[config.mk]
export PLATFORM = sky130hd
export DESIGN_NAME = sfx_sequencer
export DESIGN_NICKNAME = d
export VERILOG_FILES = /design/src/rtl/sfx_pkg.sv /design/src/rtl/sfx_frame_timer.sv /design/src/rtl/sfx_sequencer.sv
export SDC_FILE = /design/constraint.sdc
export NUM_CORES = 1
export LEC_CHECK = 0
export CAP_MARGIN = 20
export CORE_MARGIN = 4
export CORE_UTILIZATION = 62
export CTS_CLUSTER_SIZE = 24
export DETAILED_ROUTE_END_ITERATION = 16
export PLACE_DENSITY = 0.8
export SLEW_MARGIN = 20
export SYNTH_ARGS = -nofsm -noshare
export SYNTH_HDL_FRONTEND = slang
export SYNTH_HIERARCHICAL = 1
export SYNTH_SLANG_ARGS = --single-unit
[constraint.sdc]
create_clock -name clk -period 6.5 [get_ports clk]
set_clock_uncertainty 0.1 [all_clocks]
set_input_delay 0.975 -clock clk [delete_from_list [all_inputs] [get_ports clk]]
set_output_delay 0.975 -clock clk [all_outputs]
set_load 0.02 [all_outputs]
[src/rtl/sfx_pkg.sv]
// Shared types and envelope tables for the square-wave sound-effect sequencer.
package sfx_pkg;

    typedef enum logic [1:0] {IDLE, PLAY, DONE} state_t;

    localparam int DUTY_W = 19;

    localparam logic [DUTY_W-1:0] ENV_FALL [16] = '{
        19'd37878, 19'd33842, 19'd30208, 19'd26940, 19'd24008, 19'd21383, 19'd19043, 19'd16966,
        19'd15135, 19'd13530, 19'd12132, 19'd10924, 19'd9879,  19'd8932,  19'd8076,  19'd7300
    };

    localparam logic [DUTY_W-1:0] ENV_RISE [16] = '{
        19'd7300,  19'd8076,  19'd8932,  19'd9879,  19'd10924, 19'd12132, 19'd13530, 19'd15135,
        19'd16966, 19'd19043, 19'd21383, 19'd24008, 19'd26940, 19'd30208, 19'd33842, 19'd37878
    };

    // Only effect 1 rises; every other id shares the falling table.
    function automatic logic [DUTY_W-1:0] sfx_duty(input logic [1:0] id, input logic [3:0] stage);
        return (id == 2'd1) ? ENV_RISE[stage] : ENV_FALL[stage];
    endfunction

endpackage

[src/rtl/sfx_frame_timer.sv]
// Frame counter, envelope stage and pass counter; exposes next-state values so the
// top can register the waveform from the values being loaded.
module sfx_frame_timer #(
    parameter int CNT_W   = 19,
    parameter int PERIOD  = 200000,
    parameter int STAGES  = 16,
    parameter int REPEATS = 2
) (
    input  logic             clk,
    input  logic             rst_n,
    input  logic             clear,
    input  logic             advance,
    output logic [CNT_W-1:0] cnt_nxt,
    output logic [3:0]       stage_nxt,
    output logic             last_cycle
);
    localparam int REP_W = (REPEATS > 1) ? $clog2(REPEATS) : 1;

    logic [CNT_W-1:0] counter;
    logic [3:0]       stage;
    logic [REP_W-1:0] rep, rep_nxt;
    logic             frame_wrap, last_stage, last_rep;

    assign frame_wrap = (counter == CNT_W'(PERIOD - 1));
    assign last_stage = (stage == 4'(STAGES - 1));
    assign last_rep   = (rep == REP_W'(REPEATS - 1));
    assign last_cycle = frame_wrap && last_stage && last_rep;

    always_comb begin
        cnt_nxt   = counter;
        stage_nxt = stage;
        rep_nxt   = rep;
        if (clear) begin
            cnt_nxt   = '0;
            stage_nxt = '0;
            rep_nxt   = '0;
        end else if (advance) begin
            if (frame_wrap) begin
                cnt_nxt = '0;
                if (last_stage) begin
                    stage_nxt = '0;
                    rep_nxt   = rep + REP_W'(1);
                end else begin
                    stage_nxt = stage + 4'd1;
                end
            end else begin
                cnt_nxt = counter + CNT_W'(1);
            end
        end
    end

    always_ff @(posedge clk) begin
        if (!rst_n) begin
            counter <= '0;
            stage   <= '0;
            rep     <= '0;
        end else begin
            counter <= cnt_nxt;
            stage   <= stage_nxt;
            rep     <= rep_nxt;
        end
    end

endmodule

[src/rtl/sfx_sequencer.sv]
// Priority-arbitrated enveloped square-wave effect player.
// Define SFX_PREEMPT_EN to let an equal-or-higher trigger restart a playing effect.
module sfx_sequencer
    import sfx_pkg::*;
#(
    parameter int CNT_W   = 19,
    parameter int PERIOD  = 200000,
    parameter int STAGES  = 16,
    parameter int REPEATS = 2,
    parameter int NUM_SFX = 2
) (
    input  logic               clk,
    input  logic               rst_n,
    input  logic [NUM_SFX-1:0] trig,
    output logic               wave_out,
    output logic               busy,
    output logic [1:0]         sfx_id,
    output logic               done
);
    localparam int CMP_W = (CNT_W > DUTY_W) ? CNT_W : DUTY_W;

    if (PERIOD > 2**CNT_W || PERIOD < 1) begin : g_bad_period
        $error("sfx_sequencer: PERIOD must be in 1..2**CNT_W");
    end
    if (STAGES < 1 || STAGES > 16 || REPEATS < 1 || NUM_SFX < 1 || NUM_SFX > 4) begin : g_bad_cfg
        $error("sfx_sequencer: STAGES/REPEATS/NUM_SFX out of range");
    end

    state_t           state, state_nxt;
    logic [1:0]       id_nxt, trig_hi;
    logic             trig_any, preempt, clear, advance, last_cycle;
    logic [CNT_W-1:0] cnt_nxt;
    logic [3:0]       stage_nxt;

    assign trig_any = |trig;

    always_comb begin
        trig_hi = '0;
        for (int i = 0; i < NUM_SFX; i++)
            if (trig[i]) trig_hi = 2'(i);
    end

`ifdef SFX_PREEMPT_EN
    assign preempt = trig_any && (trig_hi >= sfx_id);
`else
    assign preempt = 1'b0;
`endif

    always_comb begin
        state_nxt = state;
        id_nxt    = sfx_id;
        clear     = 1'b0;
        advance   = 1'b0;
        case (state)
            IDLE: begin
                clear = 1'b1;
                if (trig_any) begin
                    state_nxt = PLAY;
                    id_nxt    = trig_hi;
                end
            end
            PLAY: begin
                if (preempt) begin
                    clear  = 1'b1;
                    id_nxt = trig_hi;
                end else if (last_cycle) begin
                    state_nxt = DONE;
                    clear     = 1'b1;
                end else begin
                    advance = 1'b1;
                end
            end
            DONE: begin
                clear     = 1'b1;
                state_nxt = trig_any ? PLAY : IDLE;
                if (trig_any) id_nxt = trig_hi;
            end
            default: begin
                clear     = 1'b1;
                state_nxt = IDLE;
            end
        endcase
    end

    sfx_frame_timer #(
        .CNT_W   (CNT_W),
        .PERIOD  (PERIOD),
        .STAGES  (STAGES),
        .REPEATS (REPEATS)
    ) u_timer (
        .clk        (clk),
        .rst_n      (rst_n),
        .clear      (clear),
        .advance    (advance),
        .cnt_nxt    (cnt_nxt),
        .stage_nxt  (stage_nxt),
        .last_cycle (last_cycle)
    );

    // Outputs are registered from next-state values so they line up with the state they describe.
    always_ff @(posedge clk) begin
        if (!rst_n) begin
            state    <= IDLE;
            sfx_id   <= '0;
            wave_out <= 1'b0;
            busy     <= 1'b0;
            done     <= 1'b0;
        end else begin
            state    <= state_nxt;
            sfx_id   <= id_nxt;
            wave_out <= (state_nxt == PLAY) &&
                        (CMP_W'(cnt_nxt) < CMP_W'(sfx_duty(id_nxt, stage_nxt)));
            busy     <= (state_nxt == PLAY);
            done     <= (state_nxt == DONE);
        end
    end

endmodule
==> impl_metrics.toml, run 1 <==
[run_status]
status = "finished, final reports clean"

[clocking]
clk_latency_ns = 0.28
cts_tree = "done"
clk_pin_slew_worst_paths_ns = 0.06
cts_buffers = 5
cts_resized = 0
cts_root_buf = "clkbuf_8"
htreeDepth = 2
post-cts-setup-buffers = 0
clock_sinks = 31
postCtsHoldBufs = 0
cts_max_path_buffers = 2

[logic_synthesis]
yosys.area_share.simple_pct = 29.0
yosys.area_share.adder_pct = 12.8
ys_types = 54
syn_avg_cell_area_um2 = 7.57
synthArstFlopShare_pct = 0
synthFlopType = "dfxtp_1"
muxShareOfSynthArea_pct = 2.17
yosys_warnings = 6
synth_nets = 407
synth_edf_count = 0
synthXorXnorAreaFrac_pct = 4.33
postSynthCellCount = 374
syn_area_um2 = 2830
synth_top_family_by_area = "simple AND/OR/NAND/NOR gates"
synth_compound_area_share_pct = 24.3
seq_area_frac_synth_pct = 21.9
ys_ff_latch = 31

[timing]
tightestPinTransition_ns = 0.740
hold_viol = 0
timing.final.crit_period_ns = 5.28
finalSetupTns_ns = 0
timing.final.crit_share_pct = 81.2
finalWorstSetupSlack_ns = 1.22
setup_viol = 0
whs_ns = 0.403
finalMaxSlewViolations = 0
fmaxAchievable_mhz = 189
slew_headroom_pct = 50.7
grt_setup_unrepaired = "false"

[power_and_ir_drop]
ir_drop_mv = 0.0647
powerDensity_nw_per_um2 = 136
leakage_nw = 1.08
finalPower_uw = 406

[worst_hold_path]
hold_start = "u_timer/last_rep"
hold_class = "reg -> reg"

[global_routing]
grt_max_degree = 38
antenna_found_initial = 0
grt_pass1_wl_um = 11400
track_usage_pct = 26.1
grt.overflow.total = 0
grt_pass1_vias = 2360

[detailed_routing]
drt_first_iter_violations = 256
drt_pass1_iterations = 5
routed_wl_um = 6940
drc = 0
wl_per_cell_um = 16.4
viasPerCell = 6.48
postRouteAntennaNets = 0
vias = 2741

[layout]
antenna_cells = 0
area_growth_pct = 5.48
drive_gt1_share_pct = 6.74
multi_input_area_um2 = 2070
final_common_cell = "nor2_1"
nNetsFinal = 404
register_area_um2 = 621
final.fill_count = 363
final_cell_mix = "nor2_1, a21oi_1, dfxtp_1"

[place]
dp_hpwl_um = 5180
dp_slack_ns = 1.28
place_congestion = 0.933
io_buffers = 8

[setup_path]
critical_path_arrival_ns = 5.33
critPathRequiredTime_ns = 6.55
critPathLaunchType = "register"
r2r-start = "u_timer/counter[10]"
path_class = "reg -> reg"
cp_max_fo = 10
worstSetupStartpoint = "u_timer/counter[10]"
crit_path_end_kind = "register"

[floorplan]
start_util_pct = 64.6
die_area_um2 = 5710
core_area_um2 = 4380
rows = 24
io_pins = 9
die_h_um = 75.6
die_w_um = 75.6

[job]
max_cap_violations = 0
## layout make-up
class / instances / area share (%)
multi-input cells: 312 / 69.4
clock inverters: 1 / 0.168
repair buffers: 11 / 3.44
clock buffers: 6 / 2.76
well taps: 52 / 2.18
flip-flops and latches: 31 / 20.8
inverters: 10 / 1.26
## cell usage after synthesis, types with 3 or more instances
master,n,area (um2)
a211oi_1,10,75.1
a21o_1,4,30.0
nand4_2,3,37.5
a21oi_1,42,210
dfxtp_1,31,621
nand2_1,30,113
inv_1,10,37.5
o211ai_1,4,30.0
mux2i_1,5,50.1
xor2_1,4,35.0
nand4_1,9,56.3
o21ai_0,15,75.1
nor2_1,50,188
or4_1,7,52.6
xnor2_1,10,87.6
and3_1,7,43.8
nor3_1,9,45.0
nor4_1,5,31.3
buf_2,11,55.1
nand2b_1,3,18.8
a21boi_0,5,37.5
o31ai_1,8,60.1
clkbuf_1,6,22.5
ha_1,29,363
a31oi_1,7,43.8
nand3_1,13,65.1
## worst paths after layout
kind	slack, ns	to	cells past startpoint
worst min-delay path	0.40	u_timer/last_rep	2
worst min register to register	0.40	u_timer/last_rep	2
worst max register to register	1.22	wave_out	20
worst max-delay path	1.22	wave_out	20
## report_power, final
group / internal [mW] / switching, mW / total [mW] / leakage (nW)
Clock: 0.0828 / 0.0669 / 0.150 / 0.0470
Sequential: 0.193 / 0.00219 / 0.195 / 0.251
Combinational: 0.0222 / 0.0394 / 0.0616 / 0.778
## metrics by stage
stage          util (%)  cells  instance area [um2]
6_report           68.1    423                 2990
5_1_grt            68.1    423                 2990
4_1_cts            68.1    423                 2990
3_5_place_dp       66.1    416                 2900
3_3_place_gp       66.1    416                 2900
2_1_floorplan         -    374                 2830
## worst max-delay path, cell delays in order, from the launching register on
cell      delay (ns)
dfxtp_1         0.35
and4_1          0.22
nand4_2         0.19
nor3_1          0.11
nor2_1          0.10
and2_1          0.34
nand4_2         0.27
or4_1           0.59
a21oi_1         0.63
inv_1           0.28
ha_1            0.47
nand2_1         0.13
nand3b_1        0.08
o311ai_0        0.11
o21ai_0         0.21
ha_1            0.35
nand4_1         0.08
nor4_1          0.29
nand2_1         0.09
nand4_1         0.10
a31oi_1         0.05
## flip-flops by register name, indices dropped and copies added, names as in the netlist
signal,count
state,2
sfx_id,2
u_timer/stage,4
u_timer/last_rep,1
wave_out,1
done,1
u_timer/counter,19
busy,1
## per-layer routing
layer	track usage [%]	routed length (um)	up-vias
met4	9.51	176	0
met1	36.1	3230	1232
met5	0	0	-
met3	5.01	447	18
li1	-	-	1370
met2	40.4	3100	121
## kinds of logic after synthesis
family | count (synthesis)
compound gates | 108
simple gates | 155
fa+ha+maj | 29
mux | 6
flops | 31
buf+inv | 31
xor+xnor | 14
(Power assumes the default switching activity.)
==> run 2: changes to the inputs <==
--- a/config.mk
+++ b/config.mk
@@ -7,10 +7,10 @@
 export LEC_CHECK = 0
 export CAP_MARGIN = 20
 export CORE_MARGIN = 4
-export CORE_UTILIZATION = 62
+export CORE_UTILIZATION = 56
 export CTS_CLUSTER_SIZE = 24
 export DETAILED_ROUTE_END_ITERATION = 16
-export PLACE_DENSITY = 0.8
+export PLACE_DENSITY = 0.77
 export SLEW_MARGIN = 20
 export SYNTH_ARGS = -nofsm -noshare
 export SYNTH_HDL_FRONTEND = slang
==> constraint.sdc (replaced) <==
create_clock -name clk -period 4.8 [get_ports clk]
set_clock_uncertainty 0.1 [all_clocks]
set_input_delay 0.72 -clock clk [delete_from_list [all_inputs] [get_ports clk]]
set_output_delay 0.72 -clock clk [all_outputs]
set_load 0.02 [all_outputs]
==> run 2 against run 1 <==
Against the previous run: final area up 4.4%; sequential cell count unchanged; core utilization shrank 3.4 points; first-iteration DRC count is 11% higher; setup slack worse by 1.0 ns; die area rose by 9.5%; sequential share of layout area fell by 0.87 points; combinational power is 38% higher.
==> impl_metrics.toml, run 2 (synthesized netlist as in run 1, its figures left out) <==
[clocking]
cts_buffers = 5
htreeDepth = 2
cts_max_path_buffers = 2
clk_pin_slew_worst_paths_ns = 0.06
clock_sinks = 31
clk_latency_ns = 0.29
cts_tree = "done"
postCtsHoldBufs = 0
cts_root_buf = "clkbuf_8"

[floorplan]
die_area_um2 = 6260
die_w_um = 79.1
io_pins = 9
rows = 25
start_util_pct = 58.8
die_h_um = 79.1
core_area_um2 = 4820

[layout]
final_common_cell = "nor2_1"
nNetsFinal = 410
area_growth_pct = 10.1
reg_top3 = "u_timer/counter x19, u_timer/stage x4"
final_cell_mix = "nor2_1, a21oi_1, dfxtp_1"
final_core_util_pct = 64.7
drive_gt1_share_pct = 9.79
largest_reg_flops = 19
regMostFlops = "u_timer/counter"
antenna_cells = 0
final.fill_count = 455

[timing]
timing.final.crit_share_pct = 95.5
tightestPinTransition_ns = 0.681
slew_headroom_pct = 54.6
finalSetupTns_ns = 0
hold_viol = 0
finalWorstSetupSlack_ns = 0.215
finalMaxSlewViolations = 0
fmaxAchievable_mhz = 218
whs_ns = 0.407
timing.final.crit_period_ns = 4.58
setup_viol = 0

[place]
dp_slack_ns = 0.203
io_buffers = 8
place_congestion = 0.964
dp_hpwl_um = 5280

[setup_path]
crit_chain = "ha_1 > and3_1 > nand3_1 > nor3_2 > nor2_1 > and2_1 > nand4_2 > or4_1 > a21oi_2 > buf_4 > ha_1 > nor2b_1 > a21oi_1 > a221oi_2 > a21oi_1 > ha_1 > a21oi_1 > nor2_1 > a2111oi_2 > nand4_1 > a31oi_1"
critical_path_arrival_ns = 4.70
cpLargestDelayFamily = "simple AND/OR/NAND/NOR gates"
critPathLaunchType = "register"
path_class = "reg -> reg"
cp_max_fo = 9
critPathRequiredTime_ns = 4.91
cp_slowest_cell = "or4_1"
critical-path-max-stage-delay_ns = 0.62
crit_path_end_kind = "register"
crit_buf_inv = 1

[global_routing]
grt_pass1_vias = 2466
grt_pass1_wl_um = 12300
antenna_found_initial = 0
grt_max_degree = 38
grt.overflow.total = 0
track_usage_pct = 24.6

[detailed_routing]
viasPerCell = 6.49
drt_first_iter_violations = 285
vias = 2888
wl_per_cell_um = 17.0
drc = 0
drt_pass1_iterations = 6
routed_wl_um = 7560
postRouteAntennaNets = 0

[power_and_ir_drop]
powerDensity_nw_per_um2 = 197
ir_drop_mv = 0.127
leakage_nw = 1.12

[run_status]
status = "finished, final reports clean"

[worst_hold_path]
hold_class = "reg -> reg"

[job]
max_cap_violations = 0
==> run 2: cell types whose count changed in the layout (fill, tap and decap cells not counted) <==
cell       previous run  this run
ha_1                 29        28
buf_12                0         1
a221oi_2              0         1
bufinv_16             0         1
nor3_2                0         1
a21oi_2               1         2
nor3_1                9         8
a21oi_1              40        39
nor4_2                0         1
buf_4                 3         8
nor4_1                5         4
ha_2                  0         1
a221oi_1              1         0
==> run 2: path summary, 6_finish.rpt <==
path | slack, ns | endpoint | cells after the start | start
hold reg to reg | 0.41 | sfx_id[1] | 1 | sfx_id[1]
setup / recovery | 0.22 | wave_out | 21 | u_timer/stage[0]
hold / removal | 0.41 | sfx_id[1] | 1 | sfx_id[1]
setup reg to reg | 0.22 | wave_out | 21 | u_timer/stage[0]
==> run 2: cell type report <==
| cell class | instances | area (um2) | share of cell area [%] |
|---|---|---|---|
| tap | 67 | 83.8 | 2.69 |
| clock inverter | 2 | 35.0 | 1.12 |
| timing repair buffer | 17 | 160 | 5.14 |
| clock buffer | 6 | 82.6 | 2.65 |
| multi-input combinational | 312 | 2100 | 67.3 |
| inverter | 10 | 37.5 | 1.20 |
| sequential | 31 | 621 | 19.9 |
==> run 2: per-layer routing <==
| layer | global-route usage [%] | vias to the layer above | wire (um) | part of all wire [%] |
|---|---|---|---|---|
| met3 | 3.63 | 20 | 552 | 7.3 |
| met4 | 6.70 | 0 | 133 | 1.8 |
| met1 | 34.2 | 1325 | 3340 | 44 |
| li1 | - | 1392 | - | - |
| met5 | 0 | - | 0 | 0 |
| met2 | 39.6 | 151 | 3540 | 47 |
==> run 2: where the power goes <==
part	switching [mW]	internal, mW	total (mW)
Clock	0.0986	0.168	0.266
Combinational	0.0541	0.0308	0.0849
Sequential	0.00310	0.261	0.264
Total	0.156	0.459	0.615
==> run 2: what timing repair did <==
action	CTS	global route
endpoints found under the setup margin	0	1
gates resized for setup	0	5
buffers inserted	0	2
==> run 2: through the flow <==
stage	area [um2]	total power [mW]	instances
3_5_place_dp	2960	0.351	435
3_3_place_gp	2960	0.351	435
6_report	3120	0.615	445
2_1_floorplan	2830	0.335	374
4_1_cts	3080	0.616	443
5_1_grt	3120	0.641	445
==> run 3: changes to the inputs <==
--- a/config.mk
+++ b/config.mk
@@ -14,5 +14,4 @@
 export SLEW_MARGIN = 20
 export SYNTH_ARGS = -nofsm -noshare
 export SYNTH_HDL_FRONTEND = slang
-export SYNTH_HIERARCHICAL = 1
 export SYNTH_SLANG_ARGS = --single-unit
==> run 3 against run 2 <==
Against the previous run: register-to-register slack better by 0.04 ns; sequential cell count unchanged; area after synthesis up 0.93%; final area up 1.5%; die area up 0.84%; cell count down 2.9%; core utilization up 0.99 points; global-route usage up 1.1 points; total power up 7.1%; routed wire length up 2.0%; worst hold slack worse by 0.034 ns; largest power group is now registers; non-clock buffer count up 3.
==> impl_metrics.toml, run 3 <==
[detailed_routing]
drt_pass1_iterations = 5
vias = 2689
viasPerCell = 6.22
postRouteAntennaNets = 0
drt_first_iter_violations = 240
drc = 0
wl_per_cell_um = 17.9
routed_wl_um = 7720

[setup_path]
critPathLaunchType = "register"
crit_path_end_kind = "register"
critical_path_arrival_ns = 4.64
r2r-start = "u_timer.counter[0]"
path_class = "reg -> reg"
cp_max_fo = 12
critPathRequiredTime_ns = 4.89
worstSetupStartpoint = "u_timer.counter[0]"

[timing]
slew_headroom_pct = 39.7
tightestPinTransition_ns = 0.896
timing.final.crit_period_ns = 4.55
timing.final.crit_share_pct = 94.7
setup_viol = 0
hold_viol = 0
fmaxAchievable_mhz = 220
finalMaxSlewViolations = 0

[logic_synthesis]
ys_ff_latch = 31
synthFlopType = "dfxtp_1"
synth_area_leaders = "dfxtp_1, ha_1, and2_1, nor2_1, xnor2_1"
synthArstFlopShare_pct = 0
synth_nets = 387
seq_area_frac_synth_pct = 21.7
synth_edf_count = 0
syn_avg_cell_area_um2 = 8.07
synth_top_area_cell = "dfxtp_1"
yosysMostFrequentCell = "nor2_1"
ys_types = 69
synthTopCellsByCount = "nor2_1, dfxtp_1, ha_1, nand2_1, and2_1"
syn_area_um2 = 2860
yosys_warnings = 0
netlist.area_leader.share_pct = 21.7
postSynthCellCount = 354

[place]
place_congestion = 0.928
dp_hpwl_um = 5740
io_buffers = 8

[clocking]
clock_sinks = 31
cts_root_buf = "clkbuf_8"
post-cts-setup-buffers = 0
cts_buffers = 5
htreeDepth = 2
cts_tree = "done"
clk_latency_ns = 0.28
clk_pin_slew_worst_paths_ns = 0.07
cts_max_path_buffers = 2

[global_routing]
track_usage_pct = 25.8
grt_pass1_vias = 2572
antenna_found_initial = 0
grt.overflow.total = 0
grt_max_degree = 28
grt_pass1_wl_um = 12800

[layout]
antenna_cells = 0
drive_gt1_share_pct = 14.0
regMostFlops = "u_timer.counter"
largest_reg_flops = 19
reg_top3 = "u_timer.counter x19, u_timer.stage x4"
final_cell_mix = "nor2_1, dfxtp_1, nand2_1"
final_core_util_pct = 65.7
nNetsFinal = 397
final_common_cell = "nor2_1"
area_growth_pct = 10.7

[power_and_ir_drop]
ir_drop_mv = 0.151
leakage_nw = 1.29
finalPower_uw = 659
powerDensity_nw_per_um2 = 208

[floorplan]
die_area_um2 = 6310
rows = 25
core_area_um2 = 4820
die_h_um = 79.4
io_pins = 9
die_w_um = 79.4
start_util_pct = 59.3

[job]
max_cap_violations = 0

[worst_hold_path]
hold_class = "reg -> reg"
hold_start = "u_timer.counter[0]"

[run_status]
status = "finished, final reports clean"
[run 3: cell types whose count changed after synthesis, sizes merged, moves of 6 or more]
cell,before,now
nand4,12,4
or4,7,1
buf,15,8
nor2,50,41
a21oi,42,10
a31o,0,6
a211oi,11,5
and2,2,23
[run 3: per-layer routing]
| metal | routed length (um) | vias to the layer above | track usage, % |
|---|---|---|---|
| met3 | 518 | 14 | 2.82 |
| met4 | 130 | 0 | 8.76 |
| met5 | 0 | - | 0 |
| li1 | - | 1317 | - |
| met2 | 3620 | 115 | 42.2 |
| met1 | 3440 | 1243 | 35.1 |
[run 3: worst paths after layout]
path                             end  slack, ns  depth (start not counted)
setup / recovery            wave_out       0.25                         18
hold / removal    u_timer.counter[0]       0.37                          1
hold reg to reg   u_timer.counter[0]       0.37                          1
setup reg to reg            wave_out       0.25                         18
[run 3: logic make-up (layout without fill, tap and decap cells)]
logic type / after synthesis / after routing / share of synthesized area [%]
DFF: 31 / 31 / 21.7
muxes: 8 / 8 / 3.33
buffers and inverters: 24 / 35 / 4.47
AOI/OAI and AO/OA: 85 / 85 / 22.0
xor gates and xnor gates: 22 / 22 / 6.74
adders and majority gates: 29 / 29 / 12.7
and+or+nand+nor: 155 / 155 / 29.0
[run 3: area by class of cell]
type / count / area (um2)
Multi-Input combinational cell: 299 / 2150
Fill cell: 426 / 1650
Sequential cell: 31 / 621
Timing Repair Buffer: 20 / 170
Tap cell: 67 / 83.8
Clock buffer: 6 / 82.6
Clock inverter: 2 / 35.0
Inverter: 7 / 26.3
[run 3: timing repair]
item,CTS,global route
endpoints found under the hold margin,0,0
resized for setup,0,8
hold buffers,0,0
setup endpoints to repair,0,1
[run 3: where the power goes]
group / leakage, nW / internal (mW) / total [mW] / switching [mW]
logic: 0.982 / 0.0523 / 0.126 / 0.0733
registers: 0.251 / 0.263 / 0.267 / 0.00407
clock network: 0.0612 / 0.168 / 0.266 / 0.0983
total: 1.29 / 0.483 / 0.659 / 0.176
[run 3: per-stage QoR]
| stage | instance area [um2] | hold slack (ns) | instances | setup slack [ns] | TNS [ns] |
|---|---|---|---|---|---|
| 6_report | 3160 | 0.374 | 432 | 0.254 | 0 |
| 5_1_grt | 3160 | 0.413 | 432 | -0.00717 | -0.00717 |
| 4_1_cts | 3130 | 0.377 | 432 | 0.0665 | 0 |
| 3_5_place_dp | 3010 | 0.359 | 424 | 0.118 | 0 |
| 3_3_place_gp | 3010 | 0.357 | 424 | 0.198 | 0 |
| 2_1_floorplan | 2860 | 0.341 | 354 | 0.460 | 0 |
[run 3: worst max-delay path, stage by stage, from the launching register on]
cell      delay [ns]
dfxtp_1         0.39
ha_1            0.24
and4_4          0.25
nand4_2         0.15
nor2_4          0.22
mux2_4          0.41
clkinv_1        0.09
buf_4           0.20
ha_1            0.31
o21ai_1         0.10
mux4_2          0.47
ha_1            0.30
nand2_1         0.06
nor2_1          0.05
a31o_2          0.23
a21o_1          0.17
a221oi_1        0.32
o211ai_1        0.14
a211oi_1        0.24
